===== src/rtl/rf_wb_sched.sv =====
// Register-file write-port scheduler: the pipeline writeback (port A) and a long-latency
// unit (port B, through a one-entry buffer with age-based priority) share one write port.
// A scoreboard of registers still awaiting a port-B result drives the decode stall.
module rf_wb_sched #(
  parameter int unsigned AGE_MAX = 3
) (
  input  logic        clk_i,
  input  logic        rst_i,
  input  logic        a_we_i,
  input  logic [4:0]  a_rd_i,
  input  logic [31:0] a_wd_i,
  input  logic        b_valid_i,
  input  logic [4:0]  b_rd_i,
  input  logic [31:0] b_wd_i,
  output logic        b_ready_o,
  input  logic        sb_set_i,
  input  logic [4:0]  sb_rd_i,
  input  logic [4:0]  rs1_i,
  input  logic [4:0]  rs2_i,
  output logic        stall_o,
  output logic        hold_a_o,
  output logic        rf_we_o,
  output logic [4:0]  rf_wr_o,
  output logic [31:0] rf_wd_o
);

  localparam logic [2:0] AGE_LIM = 3'(AGE_MAX);

  typedef enum logic [1:0] {
    OWN_NONE,
    OWN_A,
    OWN_BUF
  } owner_e;

  logic        buf_valid;
  logic [4:0]  buf_rd;
  logic [31:0] buf_wd;
  logic [2:0]  age;
  logic [31:0] busy;
  logic [31:0] busy_nxt;

  owner_e owner;
  logic   a_req;
  logic   forced;
  logic   drain;
  logic   b_xfer;

  assign a_req     = a_we_i && (a_rd_i != 5'd0);
  assign forced    = buf_valid && (age == AGE_LIM);
  assign b_ready_o = ~buf_valid && ~rst_i;
  assign b_xfer    = b_valid_i && b_ready_o;

  always_comb begin
    owner = OWN_NONE;
    if (forced) begin
      owner = OWN_BUF;
    end else if (a_req) begin
      owner = OWN_A;
    end else if (buf_valid) begin
      owner = OWN_BUF;
    end
  end

  // Outputs are forced quiet while reset is asserted, even with stale buffer state.
  assign drain = (owner == OWN_BUF) && ~rst_i;

  always_comb begin
    rf_we_o  = 1'b0;
    rf_wr_o  = 5'd0;
    rf_wd_o  = 32'd0;
    hold_a_o = 1'b0;
    if (!rst_i) begin
      unique case (owner)
        OWN_A: begin
          rf_we_o = 1'b1;
          rf_wr_o = a_rd_i;
          rf_wd_o = a_wd_i;
        end
        OWN_BUF: begin
          rf_we_o  = 1'b1;
          rf_wr_o  = buf_rd;
          rf_wd_o  = buf_wd;
          hold_a_o = forced && a_req;
        end
        default: ;
      endcase
    end
  end

  // Clear from a drain first so a same-cycle set of the same register wins.
  always_comb begin
    busy_nxt = busy;
    if (drain) begin
      busy_nxt[buf_rd] = 1'b0;
    end
    if (sb_set_i && (sb_rd_i != 5'd0)) begin
      busy_nxt[sb_rd_i] = 1'b1;
    end
    busy_nxt[0] = 1'b0;
  end

  assign stall_o = ~rst_i & (busy[rs1_i] | busy[rs2_i] | (sb_set_i & busy[sb_rd_i]));

  always_ff @(posedge clk_i) begin
    if (rst_i) begin
      buf_valid <= 1'b0;
      buf_rd    <= 5'd0;
      buf_wd    <= 32'd0;
      age       <= 3'd0;
      busy      <= 32'd0;
    end else begin
      if (drain) begin
        buf_valid <= 1'b0;
        age       <= 3'd0;
      end else if (b_xfer && (b_rd_i != 5'd0)) begin
        buf_valid <= 1'b1;
        buf_rd    <= b_rd_i;
        buf_wd    <= b_wd_i;
        age       <= 3'd0;
      end else if (buf_valid && (age != AGE_LIM)) begin
        age <= age + 3'd1;
      end
      busy <= busy_nxt;
    end
  end

endmodule


===== config.mk =====
export PLATFORM = sky130hd
export DESIGN_NAME = rf_wb_sched
export DESIGN_NICKNAME = d
export VERILOG_FILES = /design/src/rtl/rf_wb_sched.sv
export SDC_FILE = /design/constraint.sdc
export NUM_CORES = 1
export LEC_CHECK = 0
export CAP_MARGIN = 20
export CORE_MARGIN = 1.5
export CORE_UTILIZATION = 50
export DETAILED_ROUTE_END_ITERATION = 16
export PLACE_DENSITY = 0.93
export SLEW_MARGIN = 40
export SYNTH_ARGS = -nofsm -noshare
export SYNTH_HDL_FRONTEND = slang
export SYNTH_SLANG_ARGS = --single-unit

===== constraint.sdc =====
create_clock -name clk_i -period 6.1 [get_ports clk_i]
set_clock_uncertainty 0.2 [all_clocks]
set_input_delay 1.22 -clock clk_i [delete_from_list [all_inputs] [get_ports clk_i]]
set_output_delay 1.22 -clock clk_i [all_outputs]
set_load 0.03 [all_outputs]

==> flow_summary.toml, run 1 <==
[outcome]
outcome = "completed"

[worst_setup_path]
path_common_cell = "clkdlybuf4s50_1"
crit_fanout = 14
timing.rr.start = "age[0]"
worstPathArrival_ns = 4.14
cp-start-kind = "input pin"
worstSetupPathType = "in2out"
crit_start = "sb_rd_i[1]"
endpoint_kind = "output pin"
crit_path_top_delay_cell = "clkdlybuf4s50_1"
reg2reg_setup_slack_ns = 3.36
path_cells = "clkdlybuf4s50_1 > buf_4 > mux2_2 > a2bb2oi_1 > o2bb2ai_1 > o41ai_1 > a41oi_1 > clkdlybuf4s50_1"
max_stage_delay_ns = 0.94
critPathRequiredTime_ns = 4.68

[clock_tree]
clk_path_buf_depth = 2
cts.sinks = 72
cts_tree = "done"
hold_buffers = 0
cts_buffers = 9
clkTransAtPathRegs_ns = 0.08
clk_latency_ns = 0.36
cts_setup_buffers = 0
post_cts_resized = 0
cts_root_buf = "clkbuf_8"
htreeDepth = 3

[synthesis]
synth.most_common_cell = "nand2_1"
synth_compound_area_share_pct = 23.5
synth_commonest_cells = "nand2_1 (107), dfxtp_1 (72), a21oi_1 (62)"
yosys.area_share.adder_pct = 1.17
yosysWarnings = 0
synth_simple_gate_area_share_pct = 23.4
syn_area_sq_um = 4300
synth_edf_count = 0
synth_xor_area_share_pct = 0.204
synth_top_family_by_area = "compound AO/OA/AOI/OAI gates"
post-synth-top-area-cell = "dfxtp_1"
synth-async-reset-ratio_pct = 0
yosysUniqueCellTypes = 58
synth_top_area_share_pct = 33.6
synth_flop_cell = "dfxtp_1"
synth_cells = 542
syn_avg_cell_area_sq_um = 7.93
netlist_top_cells_area = "dfxtp_1 (34%), nand2_1 (9.4%), a21oi_1 (7.2%)"
synth.area.mux_share_pct = 12.4
syn-num-nets = 640
synth-seq-area-share_pct = 33.6
synth-seq-cells = 72

[worst_hold_path]
hp-class = "reg2reg"
hold_path_startpoint = "buf_wd[20]"

[timing]
setup_viol = 0
period_share_pct = 91.2
final.setup.tns_ns = 0
min_period_ns = 5.56
slew_headroom_pct = 48.2
finalMaxSlewViolations = 0
fmax_mhz = 180
hold_viol = 0
rsz0062_at_grt = "false"
worst_pin_slew_ns = 0.774

[drt]
wl_microns = 14700
drt-initial-drc-count = 393
vias = 4713
vias_per_cell = 6.18
firstDrtPassIters = 5
wl_per_cell_microns = 19.2
drc = 0
ant_nets = 0

[floorplan]
start_util_pct = 52.0
rows = 33
fp.dieH_microns = 95.7
pin_count = 135
floorplan.die_area_sq_um = 9160
die_w_microns = 95.7
fp.coreArea_sq_um = 8260

[final_layout]
nets = 751
layoutNonFillerInstCount = 763
insertedDiodeCount = 0
drive_gt1_share_pct = 17.5
syn_to_final_growth_pct = 33.7

[grt]
gr-total-overflow = 0
grt_max_degree = 65
grt_pass1_vias = 4555
grt_pass1_wl_microns = 22600
antenna_found_initial = 0
grt_use_total_pct = 32.4

[flow_run]
max_cap_violations = 0

[placed_design]
dp_cells = 747
place_congestion = 1.05
place_hpwl_microns = 10600
port_buffers = 134

[power_and_ir_drop]
power_density_nw_per_um2 = 196
ir_worst_vdd_uv = 145
total_leakage_power_nw = 2.07
power_w = 0.00112
==> critical path, delay by kind of cell <==
| kind | cells | cell delay [ns] |
|---|---|---|
| buf+inv | 3 | 1.82 |
| compound gates | 4 | 0.76 |
| mux | 1 | 0.33 |
==> area by class of cell <==
| class | instances | area, sq um |
|---|---|---|
| clock buffers | 9 | 124 |
| fillers | 652 | 2510 |
| clock inverters | 7 | 70.1 |
| flip-flops and latches | 72 | 1440 |
| multi-input cells | 420 | 2610 |
| repair buffers | 144 | 1340 |
| well taps | 105 | 131 |
| inverters | 6 | 22.5 |
==> cells in the final DEF, fill, tap and decap left out, types with 2 or more instances in the layout <==
master	synthesis	routed
a21oi_1	62	62
a21oi_2	10	10
a22oi_1	37	37
a41oi_1	2	2
and3_1	4	4
buf_12	0	2
buf_4	5	45
clkbuf_8	0	9
clkdlybuf4s50_1	0	96
clkinv_2	0	3
dfxtp_1	72	72
ha_1	4	4
inv_1	6	6
mux2_2	8	8
mux2i_1	15	15
mux4_2	13	13
nand2_1	107	107
nand2_2	10	10
nand2b_1	5	5
nand3_1	2	2
nand3b_1	5	5
nand4b_1	2	2
nor2_1	53	53
nor2b_1	2	2
nor3_1	8	8
nor3b_1	5	4
nor3b_2	1	2
nor4b_1	2	2
o21ai_0	32	32
o22ai_1	2	2
or3_1	2	2
==> layer usage <==
metal / track usage (%) / routed length, microns
met5: 0 / 0
met4: 15.4 / 542
met3: 9.01 / 1610
met2: 55.6 / 7250
met1: 36.9 / 5270
==> worst paths after layout <==
check | endpoint | depth (start not counted)
hold / removal | buf_wd[20] | 2
setup reg to reg | buf_wd[29] | 11
hold reg to reg | buf_wd[20] | 2
setup / recovery | stall_o | 8
==> logic make-up after synthesis <==
logic type,after synthesis
AND/OR/NAND/NOR,218
XOR/XNOR,1
adder cells (fa/ha/maj),4
AO/OA/AOI/OAI,161
multiplexers,36
flip-flops,72
buffers and inverters,50
==> flip-flops by register name (all words and copies together) (netlist names) <==
signal and cells:
buf_rd 5, busy 31, buf_valid 1, age 3, buf_wd 32
==> report_power, final <==
| group | internal, W | leakage, nW | switching [W] | total, W |
|---|---|---|---|---|
| Combinational | 0.000115 | 1.38 | 0.000127 | 0.000242 |
| Sequential | 0.000486 | 0.585 | 0.0000145 | 0.000500 |
| Clock | 0.000189 | 0.0994 | 0.000192 | 0.000381 |
| Total | 0.000790 | 2.07 | 0.000334 | 0.00112 |
==> per-stage QoR <==
step / setup slack [ns] / util, % / cell area (sq um) / hold slack, ns
CTS: 0.565 / 69.6 / 5740 / 0.264
global placement: 0.640 / 67.2 / 5550 / 0.243
floorplan: 1.06 / - / 4300 / 0.236
global route: 0.399 / 69.6 / 5740 / 0.281
finish: 0.539 / 69.6 / 5740 / 0.266
detailed placement: 0.601 / 67.2 / 5550 / 0.251
Note: power is estimated with default switching activity, not from simulation.
==> inputs of run 2 (changes only) <==
SETUP_SLACK_MARGIN = 0.3   (was default)
SLEW_MARGIN = 20   (was 40)
==> run 2 against run 1 <==
  * Hold slack about the same
  * Critical path depth unchanged
  * Critical endpoint unchanged
  * Total power increased by 5.0%
  * Core utilization increased by 0.35 points
  * Sequential power about the same
  * Largest power group unchanged
  * Highest routed layer unchanged
  * Worst setup slack improved by 0.0092 ns
  * Critical path type unchanged
==> flow_summary.toml, run 2 (synthesis gave the netlist of run 1 again) <==
[timing]
min_period_ns = 5.55
setup_viol = 0
worst_pin_slew_ns = 0.973
fmax_mhz = 180
setup_slack_ns = 0.548
slew_headroom_pct = 35.0
hold_viol = 0
period_share_pct = 91.0
finalMaxSlewViolations = 0
final.setup.tns_ns = 0
rsz0062_at_grt = "false"

[grt]
grt_max_degree = 65
antenna_found_initial = 0
grt_use_total_pct = 32.4
grt_pass1_vias = 4594
grt_pass1_wl_microns = 22700
gr-total-overflow = 0

[power_and_ir_drop]
netSwitchingPower_w = 0.000344
swShare_pct = 29.1
p_clk_share_pct = 37.1
internal_power_w = 0.000836
ir_worst_vdd_uv = 149
total_leakage_power_nw = 2.07
power_density_nw_per_um2 = 204
power_frac_seq_pct = 42.4
pwr-share-comb_pct = 20.5

[clock_tree]
clkTransAtPathRegs_ns = 0.09
clk_path_buf_depth = 2
cts_root_buf = "clkbuf_8"
cts_tree = "done"
post_cts_resized = 0
cts.sinks = 72
htreeDepth = 3
cts_buffers = 9
cts_setup_buffers = 0
clk_latency_ns = 0.35
hold_buffers = 0

[drt]
firstDrtPassIters = 5
wl_microns = 14800
vias_per_cell = 6.22
drc = 0
wl_per_cell_microns = 19.4
vias = 4748
drt-initial-drc-count = 371
ant_nets = 0

[floorplan]
fp.dieH_microns = 95.7
floorplan.die_area_sq_um = 9160
start_util_pct = 52.0
rows = 33
die_w_microns = 95.7
pin_count = 135
fp.coreArea_sq_um = 8260

[worst_setup_path]
worstPathArrival_ns = 4.13
timing.rr.start = "age[0]"
crit_start = "sb_rd_i[1]"
crit_fanout = 14
worstSetupPathType = "in2out"
critPathRequiredTime_ns = 4.68
cp-start-kind = "input pin"
r2r_end = "buf_wd[20]"
endpoint_kind = "output pin"
r2r_cells = 11
reg2reg_setup_slack_ns = 3.33

[worst_hold_path]
hold_end = "buf_wd[17]"
hp-class = "reg2reg"
hold_depth = 2
hold_path_startpoint = "buf_wd[17]"

[final_layout]
largest_reg_flops = 32
fin_util_pct = 69.9
nets = 751
largest_register = "buf_wd"
biggestRegsByFlops = "buf_wd (32), busy (31), buf_rd (5)"
syn_to_final_growth_pct = 34.4
drive_gt1_share_pct = 17.3
multiInputGateArea_sq_um = 2610
final_cell_mix = "nand2_1 (107), clkdlybuf4s50_1 (96), dfxtp_1 (72), a21oi_1 (62), nor2_1 (53)"
insertedDiodeCount = 0
fill_cells = 642
layout.area.seq_sq_um = 1440
layout_commonest_cell = "nand2_1"

[placed_design]
place_ws_ns = 0.608
place_congestion = 1.05
place_hpwl_microns = 10600
port_buffers = 134

[outcome]
outcome = "completed"

[flow_run]
max_cap_violations = 0
[run 2: cell count changes in the layout (fill, tap and decap cells not counted)]
cell        delta
bufinv_16      +1
clkinv_2       -3
clkinvlp_4     +1
inv_8          +1
nor3b_1        +1
nor3b_2        -1
[run 2: worst max path at each step]
stage                       end  slack, ns  cells past startpoint
finish                  stall_o       0.55                      8
global route            stall_o       0.39                      8
CTS                     stall_o       0.57                      8
detailed placement      stall_o       0.61                      8
global placement        stall_o       0.64                      7
floorplan           rf_wd_o[10]       1.06                     10
[run 2: through the flow]
step	hold slack [ns]	area, sq um	total power [W]	cells
after floorplan	0.236	4300	0.000640	542
after global placement	0.243	5550	0.000741	747
after detailed placement	0.251	5550	0.000748	747
after CTS	0.264	5770	0.00117	763
after global routing	0.282	5770	0.00121	763
final	0.266	5770	0.00118	763
[run 2: cell type report]
class,count,area share (%)
Clock buffer,9,2.15
Clock inverter,7,1.80
Inverter,6,0.390
Multi-Input combinational cell,420,45.1
Sequential cell,72,25.0
Tap cell,105,2.28
Timing Repair Buffer,144,23.3
[run 2: power groups by stage]
stage	Sequential, W	Clock (W)	Combinational, W
after global routing	0.000502	0.000455	0.000257
final	0.000500	0.000438	0.000242
after detailed placement	0.000510	0	0.000237
after floorplan	0.000504	0	0.000136
after global placement	0.000510	0	0.000232
after CTS	0.000500	0.000436	0.000239
[run 2: critical path: stages]
cell             delay (ns)
clkdlybuf4s50_1        0.92
buf_4                  0.26
mux2_2                 0.33
a2bb2oi_1              0.18
o2bb2ai_1              0.09
o41ai_1                0.34
a41oi_1                0.16
clkdlybuf4s50_1        0.62
[run 2: metal layers]
layer | share of wire (%) | vias up | track usage, %
li1 | - | 2143 | -
met4 | 3.4 | 0 | 13.6
met1 | 36 | 2211 | 38.2
met3 | 11 | 46 | 7.50
met5 | 0 | - | 0
met2 | 50 | 348 | 55.9
